### src/rtl/shift_add_multiplier.sv
// shift_add_multiplier: sequential shift-and-add multiplier, one multiplier bit per clock, START/BUSY/DONE handshake.
// Define SHIFT_ADD_MULTIPLIER_SIGNED_EN for two's complement operands and product.
module shift_add_multiplier #(
   parameter int WIDTH = 4
) (
   input  logic               CLK,
   input  logic               RST,
   input  logic               START,
   input  logic [WIDTH-1:0]   A,
   input  logic [WIDTH-1:0]   B,
   output logic               BUSY,
   output logic               DONE,
   output logic [2*WIDTH-1:0] P
);
   localparam int CW = $clog2(WIDTH);
   typedef enum logic [1:0] {IDLE, RUN, FIN} state_t;
   state_t state;
   logic [WIDTH-1:0] mcand, mplr, acc_hi, a_mag, b_mag;
   logic [CW-1:0] cnt;
   logic [WIDTH:0] sum;
   logic [2*WIDTH-1:0] prod, res;
   logic take;
   assign take = START && state != RUN;
   assign sum  = {1'b0, acc_hi} + (mplr[0] ? {1'b0, mcand} : '0);
   assign prod = {sum, mplr[WIDTH-1:1]};
`ifdef SHIFT_ADD_MULTIPLIER_SIGNED_EN
   logic neg;
   always_ff @(posedge CLK)
      if (RST) neg <= 1'b0;
      else if (take) neg <= A[WIDTH-1] ^ B[WIDTH-1];
   assign a_mag = A[WIDTH-1] ? -A : A;
   assign b_mag = B[WIDTH-1] ? -B : B;
   assign res   = neg ? -prod : prod;
`else
   assign a_mag = A;
   assign b_mag = B;
   assign res   = prod;
`endif
   always_ff @(posedge CLK) begin
      if (RST) begin
         state  <= IDLE;
         mcand  <= '0;
         mplr   <= '0;
         acc_hi <= '0;
         cnt    <= '0;
         P      <= '0;
         BUSY   <= 1'b0;
         DONE   <= 1'b0;
      end else begin
         DONE <= 1'b0;
         if (take) begin
            state  <= RUN;
            mcand  <= a_mag;
            mplr   <= b_mag;
            acc_hi <= '0;
            cnt    <= CW'(WIDTH - 1);
            BUSY   <= 1'b1;
         end else if (state == RUN) begin
            {acc_hi, mplr} <= prod;
            cnt <= cnt - 1'b1;
            if (cnt == '0) begin
               state <= FIN;
               P     <= res;
               DONE  <= 1'b1;
               BUSY  <= 1'b0;
            end
         end else begin
            state <= IDLE;
         end
      end
   end
endmodule

### config.mk
export PLATFORM = sky130hd
export DESIGN_NAME = shift_add_multiplier
export DESIGN_NICKNAME = d
export VERILOG_FILES = /design/src/rtl/shift_add_multiplier.sv
export SDC_FILE = /design/constraint.sdc
export NUM_CORES = 1
export LEC_CHECK = 0
export BUFFER_PORTS_ARGS = -buffer_cell sky130_fd_sc_hd__buf_4
export CAP_MARGIN = 5
export CORE_ASPECT_RATIO = 0.5
export CORE_UTILIZATION = 35
export DETAILED_ROUTE_END_ITERATION = 6
export SKIP_LAST_GASP = 1
export SYNTH_ARGS = -nofsm -noshare
export SYNTH_HDL_FRONTEND = slang
export SYNTH_SLANG_ARGS = --single-unit
### constraint.sdc
create_clock -name CLK -period 4.11 [get_ports CLK]
set_clock_uncertainty 0.1 [all_clocks]
set_input_delay 0.411 -clock CLK [delete_from_list [all_inputs] [get_ports CLK]]
set_output_delay 0.411 -clock CLK [all_outputs]
set_load 0.05 [all_outputs]
==> results of run 1 <==
[worst max-delay path: stages, from the launching register on]
cell     delay (ns)
dfxtp_1        0.38
and2_1         0.15
ha_1           0.17
inv_1          0.06
fa_1           0.43
xnor2_1        0.24
nand2_1        0.09
a21oi_1        0.12
[power groups by stage]
| stage | Sequential, uW | Combinational (uW) | Clock, uW |
|---|---|---|---|
| 6_report | 276 | 80.3 | 214 |
| 3_5_place_dp | 281 | 80.2 | 0 |
| 3_3_place_gp | 281 | 79.1 | 0 |
| 5_1_grt | 278 | 89.8 | 227 |
| 2_1_floorplan | 293 | 47.3 | 0 |
| 4_1_cts | 276 | 80.5 | 218 |
[path summary, 6_finish.rpt]
path,endpoint,from,cells past startpoint
setup / recovery,acc_hi[1]$_SDFFE_PP0P_,mplr[0]$_SDFFE_PP0P_,7
hold / removal,mcand[0]$_SDFFE_PP0P_,A[0],3
setup reg to reg,acc_hi[1]$_SDFFE_PP0P_,mplr[0]$_SDFFE_PP0P_,7
hold reg to reg,P[2]$_SDFFE_PP0P_,P[2]$_SDFFE_PP0P_,2
[synthesized netlist by cell type]
library cell | instances | area (um^2)
dfxtp_1 | 26 | 521
a21oi_1 | 16 | 80.1
nand2_1 | 14 | 52.6
nor2_1 | 9 | 33.8
a211oi_1 | 8 | 60.1
nand3_1 | 8 | 40.0
inv_1 | 7 | 26.3
o21ai_0 | 6 | 30.0
buf_2 | 5 | 25.0
ha_1 | 5 | 62.6
mux2i_1 | 4 | 40.0
and2_1 | 3 | 18.8
nand2b_1 | 3 | 18.8
buf_1 | 2 | 7.51
nand4_1 | 2 | 12.5
nor2b_1 | 2 | 12.5
nor3_1 | 2 | 10.0
a2111o_1 | 1 | 11.3
a2111oi_2 | 1 | 15.0
a311o_1 | 1 | 10.0
and2b_2 | 1 | 8.76
and3b_1 | 1 | 8.76
and4_4 | 1 | 11.3
buf_4 | 1 | 7.51
buf_6 | 1 | 11.3
fa_1 | 1 | 20.0
nand3b_1 | 1 | 7.51
xnor2_1 | 1 | 8.76
[logic make-up after synthesis]
group                    count (synthesis)  synth area share (%)
buffers and inverters                   16                  6.62
multiplexers                             4                  3.42
AO/OA/AOI/OAI                           33                  17.6
flip-flops                              26                  44.4
adder cells (fa/ha/maj)                  6                  7.05
AND/OR/NAND/NOR                         47                  20.1
XOR/XNOR                                 1                 0.748
[stage by stage]
stage / cells / instance area [um^2] / hold slack (ns)
after CTS: 188 / 1390 / 0.286
after global routing: 188 / 1390 / 0.295
after global placement: 184 / 1320 / 0.345
after detailed placement: 184 / 1320 / 0.349
after floorplan: 133 / 1170 / 0.343
final: 188 / 1390 / 0.290
[final cells by class]
cell class | count | area [um^2] | share of cell area, %
Sequential cell | 26 | 520 | 37.4
Multi-Input combinational cell | 91 | 573 | 41.2
Clock inverter | 1 | 30.0 | 2.16
Clock buffer | 3 | 41.3 | 2.97
Timing Repair Buffer | 20 | 150 | 10.8
Inverter | 7 | 26.3 | 1.89
Tap cell | 40 | 50.0 | 3.60
[layer usage]
metal	wire length (um)	part of all wire (%)
met1	1290	55
met2	993	42
met3	67	2.9
met4	0	0
met5	0	0
[state kept, by name (all words and copies together), names as in the netlist]
register  flops
P             8
DONE          1
acc_hi        4
BUSY          1
mplr          4
state         2
mcand         4
cnt           2
==> out/results.ini, run 1 <==
[outcome]
outcome=finished, violations left
violations=DRC

[job]
drv_cap=0

[layout]
syn_to_final_growth_pct=18.8
mostFrequentLayoutCell=dfxtp_1
diodes=0
post-route-util_pct=44.9
final_cell_mix=dfxtp_1, buf_4, a21oi_1
n_fill_cell=322
drive_gt1_share_pct=18.2
fin_nets=166

[global_route]
grt_first_pass_wirelength_mm=4.23
grt_use_met2_pct=24.3
track_usage_pct=14.9
grt_start_max_net_pins=28
overflow=0
grt-busiest-layer=met2
grt_antenna_before_repair=0
grt_use_met1_pct=20.2
first_global_vias=914
grt.met3_usage_pct=4.28

[power]
seq_power_share_pct=48.3
leakagePower_uw=0.000579
powerDensity_nw_per_um2=410
p_int_uw=427
power_uw=570
switchingPower_uw=143
clockPowerShare_pct=37.6
vdd_drop_max_uv=127
combinationalPowerShare_pct=14.1
swShare_pct=25.2

[drt]
totalWireLength_mm=2.35
drc_errors=1
via_count=930
vias_per_cell=4.95
wire_per_inst_um=12.5
ant_nets=0
drt-initial-drc-count=29
dr.pass1.iters=7

[floorplan]
die_area_um2=3600
die_y_um=42.9
core_um2=3100
die_w_um=83.8
pin_count=21
start_util_pct=37.8
fp-row-count=14

[timing]
setup-tns-final_ns=0
fmax_mhz=555
hold_viol_final=0
setup_slack_ns=2.31
setup_viol=0
max_slew_margin_pct=54.9
rsz0062_at_grt=no
min_period_ns=1.80
period_share_pct=43.8
worst_pin_slew_ns=0.677
drv_slew=0

[yosys]
synth_warnings=0
seq_area_frac_synth_pct=44.4
synth_nets=150
yosysUniqueCellTypes=28
ys_ff_latch=26
synthCells=133
synth_area_um2=1170
syn_area_per_cell_um2=8.81

[worst_setup_path]
crit_type=flop to flop
path_max_fanout=5
start_kind=flop
worst_setup_path_end_kind=flop
rrSetupSlack_ns=2.31
arrival_ns=1.91
critPathRequiredTime_ns=4.22

[place]
place_ws_ns=2.34
place.gp.congestion=0.785
portBuffers=20
hpwl_mm=1.57

[clock_network]
postCtsSetupBuffers=0
htree_levels=1
cts_made_buffers=3
cts.sinks=26
clkLatencyLatePin_ns=0.27
cts_hold_buf=0
ctsResizeCount=0
cts-root-buf=clkbuf_8
clk_pin_slew_ns=0.09
clock_path_buffers=2
cts_tree=built

[worst_hold_path]
worstHoldPathType=input port to flop

No activity file was read; power rests on OpenSTA's default activity.
==> inputs of run 2 (changes only) <==
clock period = 1.55 ns   (was 4.11 ns; I/O delays follow)
==> run 2 against run 1 <==
Die area did not move. Clock-buffer cell count did not move. Critical path type unchanged. The run ends with setup timing left. Final area rose by 15%. Fmax rose by 8.7%. Register-to-register slack got worse by 2.4 ns. Power rose to 2.8 times the previous value. Setup slack got worse by 2.4 ns. Largest cell class unchanged. Critical endpoint is now acc_hi[3]$_SDFFE_PP0P_.
==> out/results.ini, run 2 (same netlist as run 1, synthesis figures left out) <==
[global_route]
grt_first_pass_wirelength_mm=4.60
track_usage_pct=16.5
grt-busiest-layer=met2
overflow=0
grt.met3_usage_pct=4.09
grt_use_met1_pct=21.6
first_global_vias=948
grt_use_met2_pct=28.5
grt_antenna_before_repair=0
grt_start_max_net_pins=28

[timing]
period_share_pct=107
max_slew_margin_pct=78.1
setup_slack_ns=-0.106
fmax_mhz=604
min_period_ns=1.66
rsz0062_at_grt=yes
worst_pin_slew_ns=0.328
setup_viol=6
drv_slew=0
hold_viol_final=0

[power]
powerDensity_nw_per_um2=987
leakagePower_uw=0.000646
vdd_drop_max_uv=405

[worst_hold_path]
hold_end=mcand[0]$_SDFFE_PP0P_
min_delay_path_depth=3
worstHoldPathType=input port to flop
hp-start=A[0]

[layout]
final_cells=199
mostFrequentLayoutCell=buf_4
largest_reg_flops=8
max_flop_register=P
diodes=0
syn_to_final_growth_pct=36.2
multi_input_area_um2=689
post-route-util_pct=51.5
n_fill_cell=285
final_cell_mix=buf_4, dfxtp_1, nand2_1
fin_nets=177
register_area_um2=526
design_area_um2=1600
drive_gt1_share_pct=36.5

[worst_setup_path]
critical_path_buf_inv_count=1
slowest_stage=dfxtp_4
crit_family=adder cells
crit_chain=and2_4 > ha_4 > inv_2 > fa_2 > nor2b_1 > o21ai_1 > a211oi_2
path_max_fanout=5
rrSetupSlack_ns=-0.11
worst_setup_path_end_kind=flop
max_stage_delay_ns=0.38
reg2reg_depth=7
start_kind=flop
r2r_end=acc_hi[3]$_SDFFE_PP0P_
r2r_start=mplr[0]$_SDFFE_PP0P_
crit_type=flop to flop
arrival_ns=1.76
critPathRequiredTime_ns=1.66

[outcome]
outcome=finished, violations left
violations=setup timing

[clock_network]
cts.sinks=26
cts-root-buf=clkbuf_8
cts_tree=built
clkLatencyLatePin_ns=0.28
htree_levels=1
clk_pin_slew_ns=0.10
cts_made_buffers=3
clock_path_buffers=2

[place]
hpwl_mm=1.84
dp_cells=194
place.gp.congestion=0.777
placed_area_um2=1420
portBuffers=20

[floorplan]
die_w_um=83.8
pin_count=21
start_util_pct=37.8
die_area_um2=3600
die_y_um=42.9
fp-row-count=14
core_um2=3100

[drt]
vias_per_cell=5.21
wire_per_inst_um=14.4
ant_nets=0
via_count=1037
totalWireLength_mm=2.86
drt-initial-drc-count=30
dr.pass1.iters=5
drc_errors=0

[job]
drv_cap=0

run 2: repair_timing:
action | 4_1_cts | 5_1_grt
hold buffers | 0 | 0
setup endpoints to repair | 8 | 13
resized for setup | 6 | 12
pin swaps | 3 | 9
setup buffers | 0 | 1
endpoints found under the hold margin | 0 | 0
run 2: per-layer routing:
layer | routed length [um] | vias up
met2 | 1370 | 18
met3 | 72 | 6
met1 | 1390 | 500
met4 | 22 | 0
li1 | - | 513
met5 | 0 | -
run 2: per-stage QoR:
stage                     setup WS (ns)  hold WS [ns]  power (uW)  TNS (ns)
after floorplan                 -0.0120         0.203         907   -0.0120
after global placement          -0.0504         0.320         985    -0.202
after detailed placement        -0.0860         0.327         990    -0.265
after CTS                       -0.0730        0.0214        1570    -0.188
after global routing             -0.225        0.0261        1650    -0.851
final                            -0.106        0.0270        1570    -0.315
run 2: layout make-up:
| cell class | count | share of cell area, % |
|---|---|---|
| timing repair buffer | 31 | 14.6 |
| clock buffer | 3 | 2.59 |
| tap | 40 | 3.14 |
| inverter | 7 | 1.65 |
| clock inverter | 1 | 1.88 |
| multi-input combinational | 91 | 43.2 |
| sequential | 26 | 32.9 |
run 2: report_power, final:
part	switching, uW	internal (uW)	leakage, uW
Clock	231	346	0.0000357
Sequential	26.7	709	0.000214
Combinational	152	109	0.000397
run 2: worst max-delay path by stage:
stage	endpoint	slack, ns	startpoint	depth (start not counted)
floorplan	acc_hi[3]$_SDFFE_PP0P_	-0.01	mplr[0]$_SDFFE_PP0P_	7
global placement	acc_hi[3]$_SDFFE_PP0P_	-0.05	mplr[0]$_SDFFE_PP0P_	7
detailed placement	acc_hi[3]$_SDFFE_PP0P_	-0.09	mplr[0]$_SDFFE_PP0P_	7
CTS	acc_hi[3]$_SDFFE_PP0P_	-0.07	mplr[0]$_SDFFE_PP0P_	7
global route	acc_hi[3]$_SDFFE_PP0P_	-0.23	mplr[0]$_SDFFE_PP0P_	7
finish	acc_hi[3]$_SDFFE_PP0P_	-0.11	mplr[0]$_SDFFE_PP0P_	7
run 2: worst register-to-register path, cell delays in order (launching register included):
cell      delay, ns
dfxtp_4        0.38
and2_4         0.15
ha_4           0.12
inv_2          0.03
fa_2           0.36
nor2b_1        0.16
o21ai_1        0.11
a211oi_2       0.18
